**src/rtl/reg_bank_if.sv**
```systemverilog
// Bus-side signal bundle for reg_bank: write/op port, read port and status flags.
interface reg_bank_if #(
  parameter int WIDTH = 8,
  parameter int DEPTH = 4
);
  localparam int AW = $clog2(DEPTH);

  logic             load;
  logic             op_en;
  logic [1:0]       op;
  logic [AW-1:0]    wr_addr;
  logic [WIDTH-1:0] reg_in;
  logic             enable;
  logic [AW-1:0]    rd_addr;
  logic [WIDTH-1:0] reg_out;
  logic             out_valid;
  logic             carry;
  logic             zero;

  modport master (
    output load, op_en, op, wr_addr, reg_in, enable, rd_addr,
    input  reg_out, out_valid, carry, zero
  );

  modport slave (
    input  load, op_en, op, wr_addr, reg_in, enable, rd_addr,
    output reg_out, out_valid, carry, zero
  );
endinterface

```
**src/rtl/reg_bank.sv**
```systemverilog
// Addressable register bank with in-place INC/DEC/SHL/SHR, carry/zero flags
// and a registered, write-first read port.
module reg_bank #(
  parameter int WIDTH = 8,
  parameter int DEPTH = 4
) (
  input  logic     clk,
  input  logic     rst,
  reg_bank_if.slave bus
);
  localparam int AW = $clog2(DEPTH);
  // Address bound one bit wider so DEPTH itself is representable.
  localparam logic [AW:0] DEPTH_EXT = (AW+1)'(DEPTH);

  localparam logic [1:0] OP_INC = 2'b00;
  localparam logic [1:0] OP_DEC = 2'b01;
  localparam logic [1:0] OP_SHL = 2'b10;
  localparam logic [1:0] OP_SHR = 2'b11;

  logic [WIDTH-1:0] mem_q [DEPTH];
  logic [WIDTH-1:0] mem_d [DEPTH];
  logic [WIDTH-1:0] reg_out_q, reg_out_d;
  logic             out_valid_q, out_valid_d;
  logic             carry_q, carry_d;
  logic             zero_q, zero_d;

  logic             wr_in_range;
  logic             rd_in_range;
  logic             wr_active;
  logic [WIDTH-1:0] wr_old;
  logic [WIDTH-1:0] wr_result;
  logic             wr_carry;

  // Fetch the target entry and compute the write result and its carry; load wins over op.
  always_comb begin
    wr_in_range = ({1'b0, bus.wr_addr} < DEPTH_EXT);
    wr_old      = '0;
    if (wr_in_range) wr_old = mem_q[bus.wr_addr];
    wr_result = wr_old;
    wr_carry  = 1'b0;
    if (bus.load) begin
      wr_result = bus.reg_in;
      wr_carry  = 1'b0;
    end else begin
      case (bus.op)
        OP_INC: begin
          wr_result = wr_old + WIDTH'(1);
          wr_carry  = &wr_old;
        end
        OP_DEC: begin
          wr_result = wr_old - WIDTH'(1);
          wr_carry  = ~|wr_old;
        end
        OP_SHL: begin
          wr_result = {wr_old[WIDTH-2:0], 1'b0};
          wr_carry  = wr_old[WIDTH-1];
        end
        default: begin
          wr_result = {1'b0, wr_old[WIDTH-1:1]};
          wr_carry  = wr_old[0];
        end
      endcase
    end
    // Out-of-range writes leave entries and flags untouched.
    wr_active = (bus.load || bus.op_en) && wr_in_range;
  end

  // Next state: single-entry update, flags, and read of the post-write contents (bypass).
  always_comb begin
    mem_d       = mem_q;
    carry_d     = carry_q;
    zero_d      = zero_q;
    reg_out_d   = reg_out_q;
    out_valid_d = bus.enable;
    rd_in_range = ({1'b0, bus.rd_addr} < DEPTH_EXT);
    if (wr_active) begin
      mem_d[bus.wr_addr] = wr_result;
      carry_d            = wr_carry;
      zero_d             = (wr_result == '0);
    end
    if (bus.enable) begin
      reg_out_d = '0;
      if (rd_in_range) reg_out_d = mem_d[bus.rd_addr];
    end
  end

  // State registers; async reset clears the bank and leaves zero set.
  always_ff @(posedge clk or posedge rst) begin
    if (rst) begin
      for (int i = 0; i < DEPTH; i++) mem_q[i] <= '0;
      reg_out_q   <= '0;
      out_valid_q <= 1'b0;
      carry_q     <= 1'b0;
      zero_q      <= 1'b1;
    end else begin
      mem_q       <= mem_d;
      reg_out_q   <= reg_out_d;
      out_valid_q <= out_valid_d;
      carry_q     <= carry_d;
      zero_q      <= zero_d;
    end
  end

  assign bus.reg_out   = reg_out_q;
  assign bus.out_valid = out_valid_q;
  assign bus.carry     = carry_q;
  assign bus.zero      = zero_q;
endmodule

```
**src/flat_wrapper.sv**
```systemverilog
// flat-port wrapper written by rule: the top's interface ports become plain ports
module reg_bank_flat 
#(
  parameter int WIDTH = 8,
  parameter int DEPTH = 4
)
  (clk, rst, bus_load, bus_op_en, bus_op, bus_wr_addr, bus_reg_in, bus_enable, bus_rd_addr, bus_reg_out, bus_out_valid, bus_carry, bus_zero);
  reg_bank_if #(.WIDTH(WIDTH), .DEPTH(DEPTH)) bus_i ();
  input  logic clk;
  input  logic rst;
  input wire logic [$bits(bus_i.load)-1:0] bus_load;
  input wire logic [$bits(bus_i.op_en)-1:0] bus_op_en;
  input wire logic [$bits(bus_i.op)-1:0] bus_op;
  input wire logic [$bits(bus_i.wr_addr)-1:0] bus_wr_addr;
  input wire logic [$bits(bus_i.reg_in)-1:0] bus_reg_in;
  input wire logic [$bits(bus_i.enable)-1:0] bus_enable;
  input wire logic [$bits(bus_i.rd_addr)-1:0] bus_rd_addr;
  output wire logic [$bits(bus_i.reg_out)-1:0] bus_reg_out;
  output wire logic [$bits(bus_i.out_valid)-1:0] bus_out_valid;
  output wire logic [$bits(bus_i.carry)-1:0] bus_carry;
  output wire logic [$bits(bus_i.zero)-1:0] bus_zero;
  assign bus_i.load = bus_load;
  assign bus_i.op_en = bus_op_en;
  assign bus_i.op = bus_op;
  assign bus_i.wr_addr = bus_wr_addr;
  assign bus_i.reg_in = bus_reg_in;
  assign bus_i.enable = bus_enable;
  assign bus_i.rd_addr = bus_rd_addr;
  assign bus_reg_out = bus_i.reg_out;
  assign bus_out_valid = bus_i.out_valid;
  assign bus_carry = bus_i.carry;
  assign bus_zero = bus_i.zero;
  reg_bank #(.WIDTH(WIDTH), .DEPTH(DEPTH)) u_core (.clk(clk), .rst(rst), .bus(bus_i));
endmodule
```
**config.mk**
```make
export PLATFORM = sky130hd
export DESIGN_NAME = reg_bank_flat
export DESIGN_NICKNAME = d
export VERILOG_FILES = /design/src/rtl/reg_bank_if.sv /design/src/rtl/reg_bank.sv /design/src/flat_wrapper.sv
export SDC_FILE = /design/constraint.sdc
export NUM_CORES = 1
export LEC_CHECK = 0
export BUFFER_PORTS_ARGS = -buffer_cell sky130_fd_sc_hd__buf_2
export CORE_AREA = 3 3 83 85
export CTS_CLUSTER_DIAMETER = 120
export CTS_CLUSTER_SIZE = 8
export DETAILED_ROUTE_END_ITERATION = 16
export DIE_AREA = 0 0 86 88
export PLACE_DENSITY_LB_ADDON = 0.25
export SLEW_MARGIN = 10
export SYNTH_ARGS = -nofsm -noshare
export SYNTH_HDL_FRONTEND = slang
export SYNTH_SLANG_ARGS = --single-unit
```
**constraint.sdc**
```tcl
create_clock -name clk -period 3.45 [get_ports clk]
set_input_delay 0.69 -clock clk [delete_from_list [all_inputs] [get_ports clk]]
set_output_delay 0.69 -clock clk [all_outputs]
set_load 0.01 [all_outputs]
```
==> impl_metrics.env, run 1 <==
export IMPL_vias=2510
export IMPL_wl_per_cell_um=18.0
export IMPL_power_leakage_uw=0.00153
export IMPL_p_comb_share_pct=39.2
export IMPL_gr_total_overflow=0
export IMPL_hold_violations=0
export IMPL_synth_nets=313
export IMPL_grt_pass1_vias=2481
export IMPL_fillCellCount=595
export IMPL_htree_levels=2
export IMPL_power_share_sequential_pct=35.5
export IMPL_yosysWarnings=0
export IMPL_fmax_ghz=0.311
export IMPL_intPower_uw=1240
export IMPL_firstDrtPassIters=4
export IMPL_cts_buffers=5
export IMPL_netlist_instances=287
export IMPL_timing_final_crit_share_pct=93.2
export IMPL_synth_edf_count=0
export IMPL_utilization_pct=53.2
export IMPL_track_usage_pct=21.8
export IMPL_fin_skew_ns=0.00899
export IMPL_peakVddDrop_uv=264
export IMPL_switching_share_pct=33.8
export IMPL_dieArea_um2=7570
export IMPL_netSwitchingPower_uw=637
export IMPL_slew_viol_final=0
export IMPL_cts_buffer_depth=2
export IMPL_relSlewSlack_pct=55.2
export IMPL_synth_cell_types=63
export IMPL_critPathLaunchType="input port"
export IMPL_start_util_pct=44.1
export IMPL_grt_pass1_wl_um=13000
export IMPL_grt_antenna_before_repair=0
export IMPL_fin_nets=369
export IMPL_clk_latency_ns=0.30
export IMPL_maxCapViolCount=0
export IMPL_yosysSeqAreaShare_pct=39.0
export IMPL_p_total_uw=1880
export IMPL_avgSynthCellArea_um2=9.63
export IMPL_holdCritPathClass="input port to asynchronous set/reset pin"
export IMPL_status="completed"
export IMPL_ys_ff_latch=43
export IMPL_drc=0
export IMPL_clk_pin_slew_ns=0.09
export IMPL_p_per_area_nw_per_um2=564
export IMPL_cts_resized=0
export IMPL_antennaDiodeCount=0
export IMPL_setup_violations=0
export IMPL_clock_root_buffer="clkbuf_8"
export IMPL_post_cts_buffers=0
export IMPL_area_delta_synth_final_pct=20.7
export IMPL_p_clk_share_pct=25.3
export IMPL_drt_iter0_markers=150
export IMPL_rsz0062_at_grt="no"
export IMPL_dpl_cell_area_um2=3190
export IMPL_cts_sinks=43
export IMPL_io_pin_count=30
export IMPL_die_y_um=88
export IMPL_gp_routability_congestion=0.973
export IMPL_wl_um=7560
export IMPL_hold_buffers=0
export IMPL_io_buffers=29
export IMPL_hpwl_um=5890
export IMPL_detail_route_antenna_nets=0
export IMPL_criticalPathCategory="input port to register"
export IMPL_worstMarginPinSlew_ns=0.668
export IMPL_die_x_um=86
export IMPL_design_area_um2=3340
export IMPL_critPathCaptureType="register"
export IMPL_arrival_ns=3.38
export IMPL_drive_gt1_share_pct=28.8
export IMPL_via_per_inst=5.96
export IMPL_async_reset_ff_share_pct=100
export IMPL_required_ns=3.62
export IMPL_design_core_area_um2=6280
export IMPL_cts_tree="yes"
export IMPL_netlist_area_um2=2770
export IMPL_crit_fanout=8
export IMPL_rows=29
export IMPL_synth_ff_type="dfrtp_1"
export IMPL_grt_max_degree=26
export IMPL_period_needed_ns=3.22
[power by group through the flow]
| stage | clock network (µW) | registers [µW] | logic [µW] |
|---|---|---|---|
| after CTS | 483 | 666 | 735 |
| final | 476 | 667 | 738 |
| after global routing | 503 | 677 | 821 |
| after global placement | 0 | 671 | 723 |
| after floorplan | 0 | 667 | 460 |
| after detailed placement | 0 | 675 | 732 |
[stage by stage]
step	hold WS (ns)	setup slack [ns]	cells	TNS, ns
2_1_floorplan	0.455	0.0266	287	0
3_3_place_gp	0.453	-0.102	413	-0.397
5_1_grt	0.429	0.0401	421	0
6_report	0.388	0.233	421	0
3_5_place_dp	0.450	-0.139	413	-0.612
4_1_cts	0.404	0.151	421	0
[synth_stat cells, types with 4 or more instances]
| cell type | instances | area (µm²) |
|---|---|---|
| dfrtp_1 | 42 | 1050 |
| nand2_1 | 41 | 154 |
| nor2_1 | 28 | 105 |
| o21ai_1 | 19 | 95.1 |
| clkbuf_1 | 10 | 37.5 |
| o211ai_1 | 10 | 75.1 |
| mux4_2 | 9 | 203 |
| o21ai_0 | 8 | 40.0 |
| a21oi_1 | 7 | 35.0 |
| mux2i_1 | 7 | 70.1 |
| ha_1 | 6 | 75.1 |
| inv_1 | 6 | 22.5 |
| a21o_1 | 4 | 30.0 |
| and2_1 | 4 | 25.0 |
| mux2_2 | 4 | 45.0 |
| nor3_1 | 4 | 20.0 |
| o22ai_1 | 4 | 25.0 |
[state kept, by name, indices dropped and copies added, names as in the netlist]
| signal | flops |
|---|---|
| u_core.bus.reg_out | 8 |
| u_core.bus.out_valid | 1 |
| u_core.bus.zero | 1 |
| u_core.mem_q | 32 |
| u_core.bus.carry | 1 |
[worst max-delay path, cell delays in order]
cell	delay, ns
clkbuf_4	0.20
mux4_2	0.57
fa_1	0.44
a211o_1	0.31
and3_1	0.19
o2111ai_1	0.23
o211a_1	0.31
o21ai_1	0.11
o211ai_1	0.20
o221ai_1	0.14
[per-layer routing]
layer / up-vias / GRT usage, % / routed length, µm / share of wire, %
li1: 1190 / - / - / -
met1: 1224 / 30.9 / 3460 / 46
met2: 84 / 36.1 / 3540 / 47
met3: 12 / 2.35 / 458 / 6.1
met4: 0 / 5.32 / 101 / 1.3
met5: - / 0 / 0 / 0
[cells by family after synthesis]
family,after synthesis,synth area share [%]
AND/OR/NAND/NOR,102,17.3
buffers and inverters,25,4.43
multiplexers,20,11.5
adder cells (fa/ha/maj),7,3.44
flip-flops,43,39.0
XOR/XNOR,2,0.634
AO/OA/AOI/OAI,88,23.8
[cell type report]
class	instances	area, µm²	area share, %
clock inverter	3	67.6	2.02
multi-input combinational	219	1570	47.1
clock buffer	5	68.8	2.06
inverter	8	30.0	0.900
timing repair buffer	66	425	12.7
sequential	43	1080	32.3
tap	77	96.3	2.89
[placed cells by master (no fill, tap or decap), types with 3 or more instances in the layout]
| cell type | synthesis | final |
|---|---|---|
| dfrtp_1 | 42 | 42 |
| nand2_1 | 41 | 41 |
| buf_4 | 1 | 37 |
| nor2_1 | 28 | 28 |
| buf_2 | 2 | 28 |
| o21ai_1 | 19 | 19 |
| o211ai_1 | 10 | 10 |
| mux4_2 | 9 | 9 |
| o21ai_0 | 8 | 8 |
| mux2i_1 | 7 | 7 |
| a21oi_1 | 7 | 7 |
| ha_1 | 6 | 6 |
| inv_1 | 6 | 5 |
| clkbuf_8 | 0 | 5 |
| and2_1 | 4 | 4 |
| o22ai_1 | 4 | 4 |
| a21o_1 | 4 | 4 |
| nor3_1 | 4 | 4 |
| mux2_2 | 4 | 4 |
| clkinv_1 | 2 | 3 |
| nand2b_1 | 3 | 3 |
| o31ai_1 | 3 | 3 |
| nor3b_1 | 3 | 3 |
| a221o_1 | 3 | 3 |
| o221ai_1 | 3 | 3 |
| a21oi_2 | 3 | 3 |
| a311oi_1 | 3 | 3 |
| nand4_1 | 3 | 3 |
[path summary, 6_finish.rpt]
| path | end | startpoint | cells past startpoint | slack [ns] |
|---|---|---|---|---|
| worst min register to register | u_core.bus.zero | u_core.bus.zero | 2 | 0.46 |
| worst max-delay path | u_core.bus.reg_out[6] | bus_wr_addr[0] | 10 | 0.23 |
| max in group asynchronous | u_core.bus.zero | rst | 3 | 2.29 |
| worst max register to register | u_core.bus.reg_out[6] | u_core.mem_q[1] | 9 | 0.49 |
| min in group clk | u_core.bus.zero | u_core.bus.zero | 2 | 0.46 |
| worst min-delay path | u_core.bus.out_valid | rst | 2 | 0.39 |
Power figures use the tool's default switching activity.
==> run 2: changes to the inputs <==
Settings changed: CORE_AREA 3 3 83 85 to 3 3 73 75, DIE_AREA 0 0 86 88 to 0 0 76 78.
==> impl_metrics.env, run 2 (synthesis results as in run 1) <==
export IMPL_status="completed"
export IMPL_cts_tree="yes"
export IMPL_grt_pass1_wl_um=12600
export IMPL_mostFrequentLayoutCell="dfrtp_1"
export IMPL_htree_levels=2
export IMPL_drt_iter0_markers=254
export IMPL_clk_pin_slew_ns=0.08
export IMPL_gr_total_overflow=0
export IMPL_drc=0
export IMPL_fin_skew_ns=0.0105
export IMPL_grt_max_degree=44
export IMPL_cts_buffers=5
export IMPL_critical_path_cell_chain="buf_4 > mux4_2 > fa_1 > a211o_1 > and3_1 > o2111ai_2 > o211a_1 > buf_4 > o21ai_1 > mux2i_1 > o221ai_1"
export IMPL_multi_input_area_um2=1600
export IMPL_wl_um=7640
export IMPL_worstMarginPinSlew_ns=0.589
export IMPL_hold_violations=0
export IMPL_crit_buf_inv=2
export IMPL_io_buffers=29
export IMPL_crit_slowest_cell="mux4_2"
export IMPL_design_core_area_um2=4720
export IMPL_rsz0062_at_grt="no"
export IMPL_peakVddDrop_uv=371
export IMPL_holdCritPathClass="register to register"
export IMPL_fmax_ghz=0.306
export IMPL_top_register="u_core.mem_q"
export IMPL_vias=2533
export IMPL_fin_nets=370
export IMPL_ff2ff_setup_slack_ns=0.38
export IMPL_hold_path_depth=2
export IMPL_critPathLaunchType="input port"
export IMPL_die_x_um=76
export IMPL_relSlewSlack_pct=60.7
export IMPL_criticalPathCategory="input port to register"
export IMPL_antennaDiodeCount=0
export IMPL_hpwl_um=5950
export IMPL_track_usage_pct=27.1
export IMPL_slew_viol_final=0
export IMPL_required_ns=3.62
export IMPL_crit_fanout=9
export IMPL_utilization_pct=70.5
export IMPL_clk_latency_ns=0.31
export IMPL_setup_violations=0
export IMPL_start_util_pct=58.5
export IMPL_crit_path_max_incr_delay_ns=0.60
export IMPL_drive_gt1_share_pct=29.9
export IMPL_cts_buffer_depth=2
export IMPL_cp_top_family="compound AO/OA/AOI/OAI gates"
export IMPL_design_area_um2=3330
export IMPL_cp_depth=11
export IMPL_die_y_um=78
export IMPL_power_leakage_uw=0.00154
export IMPL_arrival_ns=3.44
export IMPL_firstDrtPassIters=5
export IMPL_area_delta_synth_final_pct=20.5
export IMPL_rows=25
export IMPL_period_needed_ns=3.27
export IMPL_via_per_inst=6.15
export IMPL_timing_final_crit_share_pct=94.8
export IMPL_dieArea_um2=5930
export IMPL_clock_root_buffer="clkbuf_8"
export IMPL_regArea_um2=1080
export IMPL_grt_antenna_before_repair=0
export IMPL_rr_worst_depth=10
export IMPL_io_pin_count=30
export IMPL_final_cell_mix="dfrtp_1 (42), nand2_1 (41), buf_4 (38)"
export IMPL_gp_routability_congestion=1.06
export IMPL_wl_per_cell_um=18.5
export IMPL_hold_buffers=0
export IMPL_dpl_cell_area_um2=3190
export IMPL_crit_path_frequent_cell="buf_4"
export IMPL_critPathCaptureType="register"
export IMPL_p_per_area_nw_per_um2=533
export IMPL_fillCellCount=375
export IMPL_detail_route_antenna_nets=0
export IMPL_cts_sinks=43
export IMPL_largest_reg_flops=32
export IMPL_grt_pass1_vias=2480
export IMPL_maxCapViolCount=0
## run 2: what timing repair did
| action | CTS | global route |
|---|---|---|
| buffers inserted | 1 | 0 |
| setup endpoints to repair | 1 | 3 |
| resized for setup | 0 | 7 |
| pin swaps | 1 | 1 |
## run 2: worst min-delay path, cell delays in order, from the launching register on
cell and delay [ns]:
dfstp_2 0.38, nand2_1 0.05, nand2_1 0.04
## run 2: layer usage
layer | up-vias | global-route usage [%] | wire length [µm]
met5 | - | 0 | 0
met4 | 0 | 9.24 | 167
met3 | 22 | 5.68 | 591
met2 | 118 | 43.9 | 3690
met1 | 1202 | 36.3 | 3190
li1 | 1191 | - | -
## run 2: final timing paths
path	from	end
max	bus_wr_addr[0]	u_core.bus.reg_out[6]
min	u_core.bus.zero	u_core.bus.zero
max reg2reg	u_core.mem_q[1]	u_core.bus.reg_out[6]
min reg2reg	u_core.bus.zero	u_core.bus.zero
max in group asynchronous	rst	u_core.bus.zero
min in group asynchronous	rst	u_core.mem_q[6]
## run 2: per-stage QoR
stage	total power (µW)	instances	hold WS [ns]	setup WS (ns)	TNS [ns]
3_3_place_gp	1380	403	0.448	-0.268	-0.600
3_5_place_dp	1410	403	0.451	-0.310	-0.992
4_1_cts	1760	412	0.461	0.0588	0
5_1_grt	1880	412	0.488	0.0136	0
6_report	1770	412	0.460	0.179	0
2_1_floorplan	1130	287	0.455	0.0266	0
## run 2: final cells by class
| class | count | area share, % |
|---|---|---|
| clock buffers | 6 | 2.48 |
| clock inverters | 2 | 0.488 |
| inverters | 8 | 0.902 |
| multi-input cells | 219 | 47.9 |
| flip-flops and latches | 43 | 32.3 |
| well taps | 67 | 2.52 |
| repair buffers | 67 | 13.4 |
## run 2: power breakdown
group          leakage [µW]  total [µW]  switching, µW  internal [µW]
clock             0.0000474         346            182            163
sequential         0.000524         671           62.3            609
combinational      0.000965         758            403            355
